$ cat config.mk
export PLATFORM = sky130hd
export DESIGN_NAME = regfile_mp_bypass_flat
export DESIGN_NICKNAME = d
export VERILOG_FILES = /design/src/rtl/regfile_mp_bypass_pkg.sv /design/src/rtl/regfile_mp_bypass_if.sv /design/src/rtl/regfile_mp_bypass_scoreboard.sv /design/src/rtl/regfile_mp_bypass.sv /design/src/flat_wrapper.sv
export SDC_FILE = /design/constraint.sdc
export NUM_CORES = 2
export LEC_CHECK = 0
export CELL_PAD_IN_SITES_DETAIL_PLACEMENT = 0
export CELL_PAD_IN_SITES_GLOBAL_PLACEMENT = 1
export CORE_ASPECT_RATIO = 1.4
export CORE_UTILIZATION = 54
export DETAILED_ROUTE_END_ITERATION = 6
export PLACE_DENSITY_LB_ADDON = 0.2
export SLEW_MARGIN = 20
export SYNTH_ARGS = -nofsm -noshare
export SYNTH_HDL_FRONTEND = slang
export SYNTH_SLANG_ARGS = --single-unit
$ cat constraint.sdc
create_clock -name clk -period 5.9 [get_ports clk]
set_input_delay 1.77 -clock clk [delete_from_list [all_inputs] [get_ports clk]]
set_output_delay 1.77 -clock clk [all_outputs]
set_load 0.01 [all_outputs]
$ cat src/rtl/regfile_mp_bypass_pkg.sv
`default_nettype none
// ============================================================================
//  Module   : regfile_pkg
//  Brief    : Shared constants and types for the bypassing register file.
//  Revision : 1.0
// ============================================================================
package regfile_pkg;

    localparam int DATA_W   = 64;
    localparam int ADDR_W   = 5;
    localparam int ZERO_REG = 31;

    typedef logic [ADDR_W-1:0] reg_addr_t;
    typedef logic [DATA_W-1:0] reg_data_t;

endpackage
`default_nettype wire

$ cat src/rtl/regfile_mp_bypass_if.sv
`default_nettype none
// ============================================================================
//  Module   : regfile_mp_bypass_if
//  Brief    : Decode/writeback-side bus of the register file (write, reads, busy).
//  Revision : 1.0
// ============================================================================
interface regfile_mp_bypass_if #(
    parameter int DATA_W = regfile_pkg::DATA_W,
    parameter int ADDR_W = regfile_pkg::ADDR_W,
    parameter int NUM_RD = 2
);
    logic                     RegWrite;
    logic [ADDR_W-1:0]        WriteRegister;
    logic [DATA_W-1:0]        WriteData;
    logic [NUM_RD*ADDR_W-1:0] ReadRegister;
    logic [NUM_RD*DATA_W-1:0] ReadData;
    logic                     BusySet;
    logic [ADDR_W-1:0]        BusyAddr;
    logic [NUM_RD-1:0]        ReadBusy;

    modport master (
        output RegWrite, WriteRegister, WriteData, ReadRegister, BusySet, BusyAddr,
        input  ReadData, ReadBusy
    );

    modport slave (
        input  RegWrite, WriteRegister, WriteData, ReadRegister, BusySet, BusyAddr,
        output ReadData, ReadBusy
    );
endinterface
`default_nettype wire

$ cat src/rtl/regfile_mp_bypass_scoreboard.sv
`default_nettype none
// ============================================================================
//  Module   : regfile_scoreboard
//  Brief    : Per-register busy bits with set-over-clear priority and per-port lookup.
//  Revision : 1.0
// ============================================================================
module regfile_scoreboard #(
    parameter int ADDR_W    = regfile_pkg::ADDR_W,
    parameter int NUM_RD    = 2,
    parameter int ZERO_REG  = regfile_pkg::ZERO_REG,
    parameter int BYPASS_EN = 1
) (
    input  wire logic                     clk,
    input  wire logic                     reset_n,
    input  wire logic                     i_set_en,
    input  wire logic [ADDR_W-1:0]        i_set_addr,
    input  wire logic                     i_clr_en,
    input  wire logic [ADDR_W-1:0]        i_clr_addr,
    input  wire logic [NUM_RD*ADDR_W-1:0] i_rd_addr,
    output logic      [NUM_RD-1:0]        o_rd_busy
);
    import regfile_pkg::*;

    localparam int                NUM_REGS    = 2 ** ADDR_W;
    localparam logic [ADDR_W-1:0] c_ZERO_ADDR = ADDR_W'(ZERO_REG);

    logic [NUM_REGS-1:0] r_busy;
    logic [NUM_REGS-1:0] w_busy_nxt;

    // Set is applied after clear: a load issued behind a completing write keeps the register pending.
    always_comb begin
        w_busy_nxt = r_busy;
        if (i_clr_en) begin
            w_busy_nxt[i_clr_addr] = 1'b0;
        end
        if (i_set_en && (i_set_addr != c_ZERO_ADDR)) begin
            w_busy_nxt[i_set_addr] = 1'b1;
        end
    end

    always_ff @(posedge clk or negedge reset_n) begin
        if (!reset_n) begin
            r_busy <= '0;
        end else begin
            r_busy <= w_busy_nxt;
        end
    end

    for (genvar i = 0; i < NUM_RD; i++) begin : g_rd_busy
        logic [ADDR_W-1:0] w_addr;
        logic              w_fwd;

        assign w_addr = i_rd_addr[i*ADDR_W +: ADDR_W];
        // A forwarded write satisfies the pending load, so no stall is needed.
        assign w_fwd  = (BYPASS_EN != 0) && i_clr_en && (i_clr_addr == w_addr);
        assign o_rd_busy[i] = r_busy[w_addr] && (w_addr != c_ZERO_ADDR) && !w_fwd;
    end

endmodule
`default_nettype wire

$ cat src/rtl/regfile_mp_bypass.sv
`default_nettype none
// ============================================================================
//  Module   : regfile_mp_bypass
//  Brief    : Multi-port register file with write-to-read bypass and load scoreboard.
//  Revision : 1.0
// ============================================================================
module regfile_mp_bypass #(
    parameter int DATA_W    = regfile_pkg::DATA_W,
    parameter int ADDR_W    = regfile_pkg::ADDR_W,
    parameter int NUM_RD    = 2,
    parameter int ZERO_REG  = regfile_pkg::ZERO_REG,
    parameter int BYPASS_EN = 1
) (
    input  wire logic           clk,
    input  wire logic           reset_n,
    regfile_mp_bypass_if.slave  bus
);
    import regfile_pkg::*;

    localparam int                NUM_REGS    = 2 ** ADDR_W;
    localparam logic [ADDR_W-1:0] c_ZERO_ADDR = ADDR_W'(ZERO_REG);

    logic [DATA_W-1:0] r_mem [NUM_REGS];

    always_ff @(posedge clk or negedge reset_n) begin
        if (!reset_n) begin
            for (int k = 0; k < NUM_REGS; k++) begin
                r_mem[k] <= '0;
            end
        end else if (bus.RegWrite && (bus.WriteRegister != c_ZERO_ADDR)) begin
            r_mem[bus.WriteRegister] <= bus.WriteData;
        end
    end

    for (genvar i = 0; i < NUM_RD; i++) begin : g_rd
        logic [ADDR_W-1:0] w_addr;
        logic              w_hit;

        assign w_addr = bus.ReadRegister[i*ADDR_W +: ADDR_W];
        assign w_hit  = (BYPASS_EN != 0) && bus.RegWrite && (bus.WriteRegister == w_addr);
        // Reset gates the bypass path too, so outputs are zero for the whole reset window.
        assign bus.ReadData[i*DATA_W +: DATA_W] =
            (!reset_n || (w_addr == c_ZERO_ADDR)) ? '0 :
            w_hit                                 ? bus.WriteData :
                                                    r_mem[w_addr];
    end

    regfile_scoreboard #(
        .ADDR_W    (ADDR_W),
        .NUM_RD    (NUM_RD),
        .ZERO_REG  (ZERO_REG),
        .BYPASS_EN (BYPASS_EN)
    ) u_scoreboard (
        .clk        (clk),
        .reset_n    (reset_n),
        .i_set_en   (bus.BusySet),
        .i_set_addr (bus.BusyAddr),
        .i_clr_en   (bus.RegWrite),
        .i_clr_addr (bus.WriteRegister),
        .i_rd_addr  (bus.ReadRegister),
        .o_rd_busy  (bus.ReadBusy)
    );

endmodule
`default_nettype wire
$ cat src/flat_wrapper.sv
// flat-port wrapper written by rule: the top's interface ports become plain ports
module regfile_mp_bypass_flat import regfile_pkg::*;
#(
    parameter int DATA_W    = regfile_pkg::DATA_W,
    parameter int ADDR_W    = regfile_pkg::ADDR_W,
    parameter int NUM_RD    = 2,
    parameter int ZERO_REG  = regfile_pkg::ZERO_REG,
    parameter int BYPASS_EN = 1
)
  (clk, reset_n, bus_RegWrite, bus_WriteRegister, bus_WriteData, bus_ReadRegister, bus_BusySet, bus_BusyAddr, bus_ReadData, bus_ReadBusy);
  regfile_mp_bypass_if #(.DATA_W(DATA_W), .ADDR_W(ADDR_W), .NUM_RD(NUM_RD)) bus_i ();
  input  wire logic clk;
  input  wire logic reset_n;
  input wire logic [$bits(bus_i.RegWrite)-1:0] bus_RegWrite;
  input wire logic [$bits(bus_i.WriteRegister)-1:0] bus_WriteRegister;
  input wire logic [$bits(bus_i.WriteData)-1:0] bus_WriteData;
  input wire logic [$bits(bus_i.ReadRegister)-1:0] bus_ReadRegister;
  input wire logic [$bits(bus_i.BusySet)-1:0] bus_BusySet;
  input wire logic [$bits(bus_i.BusyAddr)-1:0] bus_BusyAddr;
  output wire logic [$bits(bus_i.ReadData)-1:0] bus_ReadData;
  output wire logic [$bits(bus_i.ReadBusy)-1:0] bus_ReadBusy;
  assign bus_i.RegWrite = bus_RegWrite;
  assign bus_i.WriteRegister = bus_WriteRegister;
  assign bus_i.WriteData = bus_WriteData;
  assign bus_i.ReadRegister = bus_ReadRegister;
  assign bus_i.BusySet = bus_BusySet;
  assign bus_i.BusyAddr = bus_BusyAddr;
  assign bus_ReadData = bus_i.ReadData;
  assign bus_ReadBusy = bus_i.ReadBusy;
  regfile_mp_bypass #(.DATA_W(DATA_W), .ADDR_W(ADDR_W), .NUM_RD(NUM_RD), .ZERO_REG(ZERO_REG), .BYPASS_EN(BYPASS_EN)) u_core (.clk(clk), .reset_n(reset_n), .bus(bus_i));
endmodule
* Word level (Yosys, flattened, before mapping)
Cells that the tools add are included.
Storage, ports and cells: bits in registers 2080, input port bits 88, word-level logic and storage cells 96
Operators by class: magnitude comparators 10, equality and inequality tests 8, multiplexer cells 23, bitwise operators 6, reduce and logical (&&, ||, !) cells 16
Operators with widths (count):
- 2048-bit bitwise mux | 1
- 64-bit binary-select mux with 5-bit select | 2
- 64-bit two-way mux | 9
- 64-bit demux with 5-bit select | 1
- 32-bit two-way mux | 2
- 32-bit AND | 1
- 32-bit NOT | 1
- 32-bit OR | 1
- 5-bit by 6-bit < comparator with 1-bit output (second input constant) | 4
- 5-bit != test (second input constant) | 4
- 6-bit greater-or-equal comparator (second input constant) | 3
- 5-bit NOT with 6-bit output | 3
- 1-bit logical AND | 11
- 1-bit binary-select mux with 5-bit select | 2
- 1-bit demux with 5-bit select | 2
- 5-bit == test | 2
- 5-bit == test (second input constant) | 2
- 5-bit by 1-bit greater-or-equal comparator with 1-bit output (second input constant) | 2
- 6-bit by 1-bit < comparator with 1-bit output (second input constant) | 1
- 1-bit two-way mux | 4
- 1-bit logical NOT | 3
- 1-bit logical OR | 2

* Longest topological paths before layout
depth after elaboration 9, gate-level depth with buffers 11, mapped depth without buffers 5

* Cells and area by module
From an unflattened synthesis, not the netlist that was laid out.
Unflattened totals: cells, all modules 7751, area, all modules 111942.4 um^2
Modules (own cells, without submodules):
- regfile_mp_bypass | times used 1, cells an instance 7523, area each 109800.3 um^2, seq. area each 51249.2 um^2
- regfile_scoreboard | times used 1, cells an instance 228, area each 2142.1 um^2, seq. area each 800.8 um^2

* Worst setup path after synthesis
OpenSTA, ideal clock, no wires.
path type input -> output, start input bus_ReadRegister[0], end output bus_ReadData[9], arrival 3.509 ns, data required time 4.130 ns, path slack 0.621 ns, stages 8, buffers on the path 4, cells stage by stage buf_6 -> buf_12 -> buf_6 -> buf_2 -> mux4_2 -> a22oi_1 -> nand3_1 -> a32o_1
On the way: longest elaborated chain between the ends 6, elaborated cells between the ends (all ways) 10, those cells by class eq/ne: 2; mux: 5; bitwise: 1; reduce/logical: 2
RTL lines:
- start, declared | RTL line flat_wrapper.sv:17 | input wire logic [$bits(bus_i.ReadRegister)-1:0] bus_ReadRegister;
- 5-bit NOT with 6-bit output (not written as such) | RTL line regfile_mp_bypass.sv:45 | r_mem[w_addr];
- 64-bit binary-select mux with 5-bit select | RTL line regfile_mp_bypass.sv:45
- 64-bit two-way mux (not written as such) (2 in a row) | RTL line regfile_mp_bypass.sv:45
- 64-bit two-way mux | RTL line regfile_mp_bypass.sv:44 | w_hit ? bus.WriteData :
- 64-bit two-way mux * | RTL line regfile_mp_bypass.sv:43 | (!reset_n || (w_addr == c_ZERO_ADDR)) ? '0 :
- end, declared | RTL line flat_wrapper.sv:20 | output wire logic [$bits(bus_i.ReadData)-1:0] bus_ReadData;
Every way passes the cells marked *; elsewhere a longest branch is shown, timed or not. The select of a mux whose other input is x is not followed.

* Worst setup path in the final report
start input bus_WriteRegister[0], end output bus_ReadData[91]
On the way: longest elaborated chain between the ends 4
RTL lines:
- start, declared | RTL line flat_wrapper.sv:15 | input wire logic [$bits(bus_i.WriteRegister)-1:0] bus_WriteRegister;
- 5-bit == test | RTL line regfile_mp_bypass.sv:40 | assign w_hit = (BYPASS_EN != 0) && bus.RegWrite && (bus.WriteRegister == w_addr);
- 1-bit logical AND | RTL line regfile_mp_bypass.sv:40
- 64-bit two-way mux | RTL line regfile_mp_bypass.sv:44
- 64-bit two-way mux | RTL line regfile_mp_bypass.sv:43
No other way between the ends.

==> flow_metrics.env <==
export IMPL_worstPathArrival_ps=4190
export IMPL_rsz0062_at_grt="true"
export IMPL_powerDensity_nw_per_um2=321
export IMPL_first_pass_iters=6
export IMPL_final_util=0.653
export IMPL_layout_drive_gt1_share=0.554
export IMPL_synth_commonest_cells="mux2_2, dfrtp_1, mux4_2, clkbuf_1, mux2i_1"
export IMPL_violations="setup timing"
export IMPL_fp_row_count=197
export IMPL_leakage_nw=59.6
export IMPL_cts_sinks=2079
export IMPL_syn_inst=7671
export IMPL_fill_cells=15000
export IMPL_cts_hold_buf=0
export IMPL_r2r_cells=1
export IMPL_tightest_slew_ps=1000
export IMPL_min_period_ps=5960
export IMPL_port_buffers=217
export IMPL_clockBufferDepth=4
export IMPL_clk_latency_ps=890
export IMPL_syn_area_um2=112000
export IMPL_antenna_found_initial=27
export IMPL_ir_drop_v=0.000237
export IMPL_use_met3=0.117
export IMPL_cts_made_buffers=215
export IMPL_dieWidth_um=386
export IMPL_syn_nets=7759
export IMPL_fin_nets=8474
export IMPL_wl_per_cell_um=39.9
export IMPL_hold_depth=0
export IMPL_fp_dieArea_um2=208000
export IMPL_synth_top_flop_cell="dfrtp_1"
export IMPL_worstPathRequired_ps=4130
export IMPL_max_freq_ghz=0.168
export IMPL_async_flop_share=1.00
export IMPL_ys_seq_area_frac=0.466
export IMPL_ant_nets=0
export IMPL_synth_warnings=0
export IMPL_yosysMostFrequentCell="mux2_2"
export IMPL_slew_viol_final=0
export IMPL_cap_viol_max_count=0
export IMPL_grtUsageMet1=0.557
export IMPL_area_delta_synth_final_pct=20.3
export IMPL_core_area_um2=206000
export IMPL_cp_start_kind="primary input"
export IMPL_outcome="finished with violations"
export IMPL_setup_viol=7
export IMPL_drc=0
export IMPL_finalHoldViolCount=0
export IMPL_yosysTopAreaCell="dfrtp_1"
export IMPL_fin_skew_ps=0
export IMPL_power_total_mw=43.1
export IMPL_post_drt_via_cell_ratio=7.29
export IMPL_drt_wl_total_mm=448
export IMPL_relSlewSlack=0.332
export IMPL_dr_total_vias=82000
export IMPL_grt_pass1_wl_mm=633
export IMPL_clk_pin_slew_worst_paths_ps=60
export IMPL_grt_pass1_vias=83500
export IMPL_grt_util_met2=0.640
export IMPL_hold_slack_ps=393
export IMPL_setup_tns_ps=-136
export IMPL_worst_setup_path_type="primary input to primary output"
export IMPL_drtIter0Drc=9843
export IMPL_synth_top_area_share=0.466
export IMPL_ys_seq_elements=2079
export IMPL_ys_top_cells_by_area="dfrtp_1, mux2_2, mux4_2, mux2i_1, buf_2"
export IMPL_busiest_layer="met2"
export IMPL_synth_avg_cell_area_um2=14.5
export IMPL_fin_ws_ps=-58.1
export IMPL_place_gp_congestion=0.955
export IMPL_synth_cell_types=77
export IMPL_grt_max_degree=174
export IMPL_htree_levels=4
export IMPL_min_period_over_period=1.01
export IMPL_post_dp_hpwl_mm=292
export IMPL_grtUsageTotal=0.431
export IMPL_synth_edff_count=0
export IMPL_die_h_um=540
export IMPL_cts_tree="done"
export IMPL_gr_total_overflow=0
export IMPL_worstPathMaxFanout=7
export IMPL_root_buffer="clkbuf_16"
export IMPL_endpoint_kind="primary output"
export IMPL_io_pins=218
export IMPL_start_util=0.543
export IMPL_hp_class="flop to flop"
critical path: stages:
cell	delay, ps
clkdlybuf4s15_2	210
buf_6	130
xor2_2	170
nor4_2	390
buf_4	190
buf_4	110
nand3_4	160
buf_12	210
buf_16	170
nand4_1	200
o211a_1	300
buf_2	170
final cells by class:
cell class / instances / area (um^2) / area share
clock buffer: 314 / 6360 / 0.0474
antenna: 10 / 25.0 / 0.000186
multi-input combinational: 4678 / 56400 / 0.420
sequential: 2079 / 52000 / 0.388
clock inverter: 63 / 769 / 0.00573
tap: 2686 / 3360 / 0.0250
inverter: 20 / 78.8 / 0.000587
timing repair buffer: 1392 / 15200 / 0.113
layout by cell type, fill, tap and decap left out, types with 77 or more instances in the layout:
master	count
nand2_1	88
o22ai_1	187
a22oi_1	115
nor3_1	77
nor2_1	108
dfrtp_1	2079
mux2i_1	320
buf_12	256
clkbuf_16	221
dlygate4sd2_1	78
buf_4	836
mux4_2	865
mux2_2	2084
metal layers:
metal / routed length [um] / vias to the layer above
li1: - / 31100
met1: 160000 / 43700
met2: 201000 / 5532
met3: 50100 / 1566
met4: 36300 / 24
met5: 149 / -
state kept, by name, indices dropped and copies added, names as in the netlist:
name and flops:
u_core.r_mem 2048, u_core.u_scoreboard.r_busy 31
repair_timing:
action,in CTS,in global routing
resized for setup,455,95
pin swaps,44,17
endpoints found under the setup margin,130,61
setup buffers,74,20
gates cloned,17,2
report_power, final:
part / leakage [nW] / internal [mW] / total (mW) / switching (mW)
Clock: 3.51 / 8.12 / 14.2 / 6.05
Sequential: 26.6 / 17.0 / 19.1 / 2.11
Combinational: 29.4 / 5.70 / 9.82 / 4.11
Total: 59.6 / 30.8 / 43.1 / 12.3
through the flow:
step                cell area (um^2)  setup WS [ps]  std cells
floorplan                     112000            621       7671
finish                        134000          -58.1      11200
detailed placement            124000          -1050      10700
global placement              124000          -1040      10700
global route                  134000          -32.2      11200
CTS                           134000          -99.2      11200
cells by family (layout without fill, tap and decap cells):
family | Yosys count | in the layout | share of synthesized area
xor gates and xnor gates | 10 | 10 | 0.000785
buffers and inverters | 914 | 1789 | 0.0407
muxes | 3272 | 3272 | 0.414
other | 0 | 10 | 0
and+or+nand+nor | 589 | 589 | 0.0266
DFF | 2079 | 2079 | 0.466
AOI/OAI and AO/OA | 807 | 807 | 0.0515
worst paths after layout:
check | startpoint | end | slack [ps]
worst max-delay path | bus_WriteRegister[0] | bus_ReadData[91] | -60
max in group asynchronous | reset_n | u_core.r_mem[1369] | 1810
min in group asynchronous | reset_n | u_core.r_mem[589] | 890
worst min register to register | u_core.r_mem[60] | u_core.r_mem[60] | 390
worst min-delay path | u_core.r_mem[60] | u_core.r_mem[60] | 390
worst max register to register | u_core.r_mem[1361] | u_core.r_mem[1361] | 5060
Note: power is estimated with default switching activity, not from simulation.
